File: config.mk
export PLATFORM = sky130hd
export DESIGN_NAME = toy_fetch_queue
export DESIGN_NICKNAME = d
export VERILOG_FILES = /design/src/rtl/toy_fetch_queue.sv
export SDC_FILE = /design/constraint.sdc
export NUM_CORES = 1
export LEC_CHECK = 0
export CORE_MARGIN = 2
export CORE_UTILIZATION = 42
export CTS_BUF_LIST = sky130_fd_sc_hd__clkbuf_8
export DETAILED_ROUTE_END_ITERATION = 16
export SLEW_MARGIN = 30
export SYNTH_ARGS = -nofsm -noshare
export SYNTH_HDL_FRONTEND = slang
export SYNTH_SLANG_ARGS = --single-unit
File: constraint.sdc
create_clock -name CLK -period 5.85 [get_ports CLK]
set_clock_uncertainty 0.15 [all_clocks]
set_input_delay 0.8775 -clock CLK [delete_from_list [all_inputs] [get_ports CLK]]
set_output_delay 0.8775 -clock CLK [all_outputs]
set_load 0.03 [all_outputs]
File: src/rtl/toy_fetch_queue.sv
// toy_fetch_queue: instruction prefetcher with a small in-order queue.
// Issues one word fetch per cycle while credit allows. Captures each response
// one cycle after its request and presents the oldest entry to decode.
// Ports:
//   CLK, RST                   clock, synchronous active-high reset
//   IREQ, IADDR                instruction memory request and word address
//   INSTR                      memory read data, one cycle after IREQ
//   REDIRECT, REDIRECT_ADDR    flush the queue and restart fetch at a new address
//   DEQ                        decode consumes the head entry
//   DVALID, DINSTR, DPC        head entry (DINSTR and DPC are zero when empty)
//   COUNT                      queue occupancy
module toy_fetch_queue #(
    parameter int unsigned    AW         = 30,
    parameter int unsigned    DW         = 32,
    parameter int unsigned    DEPTH      = 4,
    parameter logic [AW-1:0]  RESET_ADDR = '0
) (
    input  logic                       CLK,
    input  logic                       RST,
    output logic                       IREQ,
    output logic [AW-1:0]              IADDR,
    input  logic [DW-1:0]              INSTR,
    input  logic                       REDIRECT,
    input  logic [AW-1:0]              REDIRECT_ADDR,
    input  logic                       DEQ,
    output logic                       DVALID,
    output logic [DW-1:0]              DINSTR,
    output logic [AW-1:0]              DPC,
    output logic [$clog2(DEPTH+1)-1:0] COUNT
);

    localparam int unsigned CW = $clog2(DEPTH + 1);
    localparam int unsigned PW = $clog2(DEPTH);

    logic [AW-1:0] fpc_q, fpc_d;
    logic          inflight_q, inflight_d;
    logic [AW-1:0] issue_pc_q, issue_pc_d;
    logic [PW-1:0] wr_ptr_q, wr_ptr_d;
    logic [PW-1:0] rd_ptr_q, rd_ptr_d;
    logic [CW-1:0] count_q, count_d;

    logic [DW-1:0] data_q [DEPTH];
    logic [AW-1:0] pc_q   [DEPTH];

    logic ireq_c;
    logic push_c;
    logic pop_c;
    logic credit_ok_c;

    // Fetch credit: queued entries plus the outstanding response must leave a free slot.
    always_comb begin
        credit_ok_c = ({1'b0, count_q} + (CW+1)'(inflight_q)) < (CW+1)'(DEPTH);
        ireq_c      = !RST && !REDIRECT && credit_ok_c;
        push_c      = inflight_q && !REDIRECT;
        pop_c       = DEQ && (count_q != '0) && !REDIRECT;
    end

    // Next-state: redirect flushes everything and retargets the fetch pointer.
    always_comb begin
        fpc_d      = fpc_q;
        inflight_d = ireq_c;
        issue_pc_d = issue_pc_q;
        wr_ptr_d   = wr_ptr_q;
        rd_ptr_d   = rd_ptr_q;
        count_d    = count_q;

        if (REDIRECT) begin
            fpc_d    = REDIRECT_ADDR;
            wr_ptr_d = '0;
            rd_ptr_d = '0;
            count_d  = '0;
        end else begin
            if (ireq_c) begin
                fpc_d      = fpc_q + AW'(1);
                issue_pc_d = fpc_q;
            end
            if (push_c) wr_ptr_d = wr_ptr_q + PW'(1);
            if (pop_c)  rd_ptr_d = rd_ptr_q + PW'(1);
            case ({push_c, pop_c})
                2'b10:   count_d = count_q + CW'(1);
                2'b01:   count_d = count_q - CW'(1);
                default: count_d = count_q;
            endcase
        end
    end

    // State registers; reset also drops any outstanding response.
    always_ff @(posedge CLK) begin
        if (RST) begin
            fpc_q      <= RESET_ADDR;
            inflight_q <= 1'b0;
            issue_pc_q <= '0;
            wr_ptr_q   <= '0;
            rd_ptr_q   <= '0;
            count_q    <= '0;
        end else begin
            fpc_q      <= fpc_d;
            inflight_q <= inflight_d;
            issue_pc_q <= issue_pc_d;
            wr_ptr_q   <= wr_ptr_d;
            rd_ptr_q   <= rd_ptr_d;
            count_q    <= count_d;
        end
    end

    // Queue storage; contents are only observable through the valid head.
    always_ff @(posedge CLK) begin
        if (!RST && push_c) begin
            data_q[wr_ptr_q] <= INSTR;
            pc_q[wr_ptr_q]   <= issue_pc_q;
        end
    end

    // The credit rule makes a push into a full queue impossible.
    always @(posedge CLK) begin
        if (!RST) begin
            assert (!(push_c && count_q == CW'(DEPTH)));
        end
    end

    always_comb begin
        IREQ   = ireq_c;
        IADDR  = fpc_q;
        COUNT  = count_q;
        DVALID = (count_q != '0);
        DINSTR = DVALID ? data_q[rd_ptr_q] : '0;
        DPC    = DVALID ? pc_q[rd_ptr_q]   : '0;
    end

endmodule
==> results.tsv <==
stage	metric	value	unit
run_status	status	completed	
floorplanning	IO Pins	163	
synthesis	synthesis-stage register bit count	318	
layout	share of cells above drive strength 1	15.8	%
setup_path	WS Path Type	reg2out	
detailed_routing	Avg WL per Cell	19.5	um
floorplanning	Row Count	63	
synthesis	Synth area leaders	edfxtp_1 59%, dfxtp_1 11%, mux4_2 11%	
placement	DP Area	14700	sq um
floorplanning	Core Box Area	29600	sq um
layout	Final Net Count	1057	
pwr	Logic pwr share	5.4	%
sta	Fmax	0.246	GHz
clock_network	clock latency on the worst-skew pair	0.56	ns
sta	RSZ-0062 raised after global routing	false	
pwr	clock share of power	39.0	%
placement	gpl congestion	0.796	
detailed_routing	Antenna Nets Post-Route	0	
synthesis	fraction of registers with async set/reset	0	%
layout	Ant. Diodes	0	
layout	Final Util	53.0	%
sta	Final Max Tran Viols	0	
setup_path	crit path max fanout	25	
clock_network	Clock Pin Slew Worst Setup and Hold Paths	0.06	ns
global_route	vias in the first global route	7427	
global_route	GRT overflow	0	
synthesis	Yosys top cell area share	59.0	%
clock_network	Root Buffer	clkbuf_8	
sta	Final setup viols	0	
global_route	largest net degree at the start of global routing	63	
setup_path	arrival time worst endpoint	3.04	ns
floorplanning	die area	31500	sq um
synthesis	synth unique cells	43	
setup_path	CP Capture Type	output pin	
layout	fin area	15700	sq um
floorplanning	Vert. Die Dim	177	um
synthesis	Synth area leader	edfxtp_1	
synthesis	ys flop type	edfxtp_1	
synthesis	Synth warnings	0	
clock_network	H-tree levels	2	
pwr	peak supply drop	0.000130	V
floorplanning	width of the die	177	um
synthesis	syn avg cell area	15.8	sq um
clock_network	hold-fix buffers at CTS	0	
detailed_routing	# DRC	0	
global_route	first-pass GRT wire length	42700	um
detailed_routing	routed via count	7233	
pwr	Net Sw Frac	22.8	%
placement	number of I/O port buffers	162	
sta	min Tclk post-route	4.06	ns
clock_network	TritonCTS Buffers	52	
clock_network	CTS tree	done	
detailed_routing	Pre-Repair DR Iteration Count	5	
synthesis	Mapped Cells	799	
job	max_cap viols	0	
pwr	Flop pwr share	55.6	%
setup_path	Startpoint Class	register	
synthesis	Synth top cells by count	248 x edfxtp_1, 76 x nand2_1, 70 x dfxtp_1	
sta	final hold viol count	0	
pwr	Power Dens Cells	285	nW/um^2
pwr	Leak	0.00527	uW
synthesis	most numerous cell in the Yosys netlist	edfxtp_1	
sta	Setup TNS	0	ns
synthesis	post-synthesis sequential area ratio	70.1	%
pwr	Sw Pwr	1020	uW
clock_network	CTS resizes	0	
pwr	cell internal pwr	3460	uW
sta	ratio of final minimum period to clock period	69.5	%
sta	Slew @ Worst Pin	0.703	ns
worst_hold_path	Hold WC Path Type	reg2reg	
layout	Layout area overhead	24.4	%
clock_network	Post-CTS Repair Setup Buffers	0	
synthesis	Post-Syn Area	12600	sq um
detailed_routing	Vias/cell	5.10	
sta	Worst slew margin	52.9	%
synthesis	number of flops mapped to enable cells by yosys	248	
clock_network	clock sinks	318	
detailed_routing	Total Routed Length	27700	um
setup_path	CP Data Required Time	4.82	ns
detailed_routing	initial DRC count	525	
synthesis	Syn Nets	872	
global_route	GRT Util Overall	17.9	%
clock_network	worst-case clock buffer depth	3	
placement	HPWL Detailed	16600	um
floorplanning	Initial Util	42.6	%
global_route	initial antenna violation count	0	
==> per-layer routing <==
layer	track usage (%)	share of wire, %	vias to the layer above
li1	-	-	3380
met1	25.3	46	3588
met2	27.8	46	225
met3	3.94	5.9	40
met4	5.46	1.9	0
met5	0	0	-
==> registers in the layout (all words and copies together) (netlist names), named ones only <==
name        count
data_q        128
pc_q          120
IADDR          30
issue_pc_q     30
COUNT           3
rd_ptr_q        2
wr_ptr_q        2
inflight_q      1
==> cell type report <==
cell class              instances  area, sq um
repair buffers                175         1790
multi-input cells             411         3520
well taps                     390          488
inverters                      26         97.6
clock inverters                40          169
flip-flops and latches        318         8860
fillers                      2561        13900
clock buffers                  57          785
==> cells by family (layout without fill, tap and decap cells) <==
family          after synthesis  after routing  synth area share [%]
mux                          69             69                  11.6
compound gates               84             84                  3.95
xor+xnor                     29             29                  2.01
fa+ha+maj                     7              7                 0.753
flops                       318            318                  70.1
simple gates                222            222                  9.34
buf+inv                      70            298                  2.27
==> worst paths after layout <==
path	from	endpoint	slack [ns]	depth (start not counted)
setup / recovery	register	DINSTR[14]	1.79	4
hold / removal	issue_pc_q[9]	pc_q[0][9]	0.33	0
setup reg to reg	COUNT[0]	COUNT[2]	3.09	9
hold reg to reg	issue_pc_q[9]	pc_q[0][9]	0.33	0
==> cells in the final DEF (no fill, tap or decap), types with 2 or more instances in the layout <==
| cell type | netlist | final |
|---|---|---|
| mux2i_1 | 6 | 6 |
| clkinv_2 | 0 | 8 |
| buf_2 | 7 | 2 |
| nor2b_1 | 66 | 66 |
| nand4_1 | 14 | 14 |
| clkdlybuf4s50_1 | 0 | 160 |
| clkinv_1 | 1 | 13 |
| nor4_1 | 3 | 3 |
| edfxtp_1 | 248 | 248 |
| o21ai_0 | 3 | 3 |
| xor2_1 | 14 | 14 |
| nor2_1 | 24 | 24 |
| xnor2_1 | 15 | 15 |
| or2_2 | 2 | 2 |
| inv_1 | 25 | 43 |
| ha_1 | 6 | 6 |
| and3_4 | 0 | 4 |
| buf_12 | 0 | 2 |
| a22oi_1 | 2 | 2 |
| nor3_1 | 5 | 4 |
| and2_1 | 3 | 3 |
| buf_16 | 0 | 3 |
| o22ai_1 | 4 | 4 |
| dfxtp_1 | 70 | 68 |
| clkbuf_8 | 0 | 57 |
| a31oi_1 | 2 | 2 |
| o31a_1 | 4 | 4 |
| nand2b_1 | 2 | 2 |
| nand2_1 | 76 | 76 |
| nand3_2 | 2 | 2 |
| a21oi_1 | 53 | 53 |
| nor3_2 | 3 | 4 |
| or3_1 | 2 | 2 |
| buf_4 | 0 | 8 |
| mux4_2 | 62 | 62 |
| nand3_1 | 8 | 8 |
| o21a_1 | 14 | 14 |
| and4_1 | 2 | 2 |
| nor4_4 | 2 | 2 |
| dfxtp_4 | 0 | 2 |
==> power by group through the flow <==
| stage | Sequential, uW | Combinational, uW | Clock (uW) |
|---|---|---|---|
| 2_1_floorplan | 2560 | 94.8 | 0 |
| 3_3_place_gp | 2540 | 240 | 0 |
| 3_5_place_dp | 2540 | 242 | 0 |
| 4_1_cts | 2490 | 244 | 1800 |
| 5_1_grt | 2500 | 259 | 1900 |
| 6_report | 2490 | 241 | 1750 |
==> worst max-delay path, cell delays in order (launching register included) <==
cell and delay [ns]:
dfxtp_4 0.68, buf_4 0.46, mux4_2 0.58, nor2b_1 0.15, clkdlybuf4s50_1 0.61
==> through the flow <==
stage	hold WS [ns]	setup slack, ns	std cells	total power, uW
floorplan	0.310	2.53	799	2650
global placement	0.332	2.23	1315	2780
detailed placement	0.341	2.21	1319	2780
CTS	0.319	1.61	1416	4530
global route	0.355	1.52	1417	4660
finish	0.327	1.79	1417	4480
No activity file was read; power rests on OpenSTA's default activity.
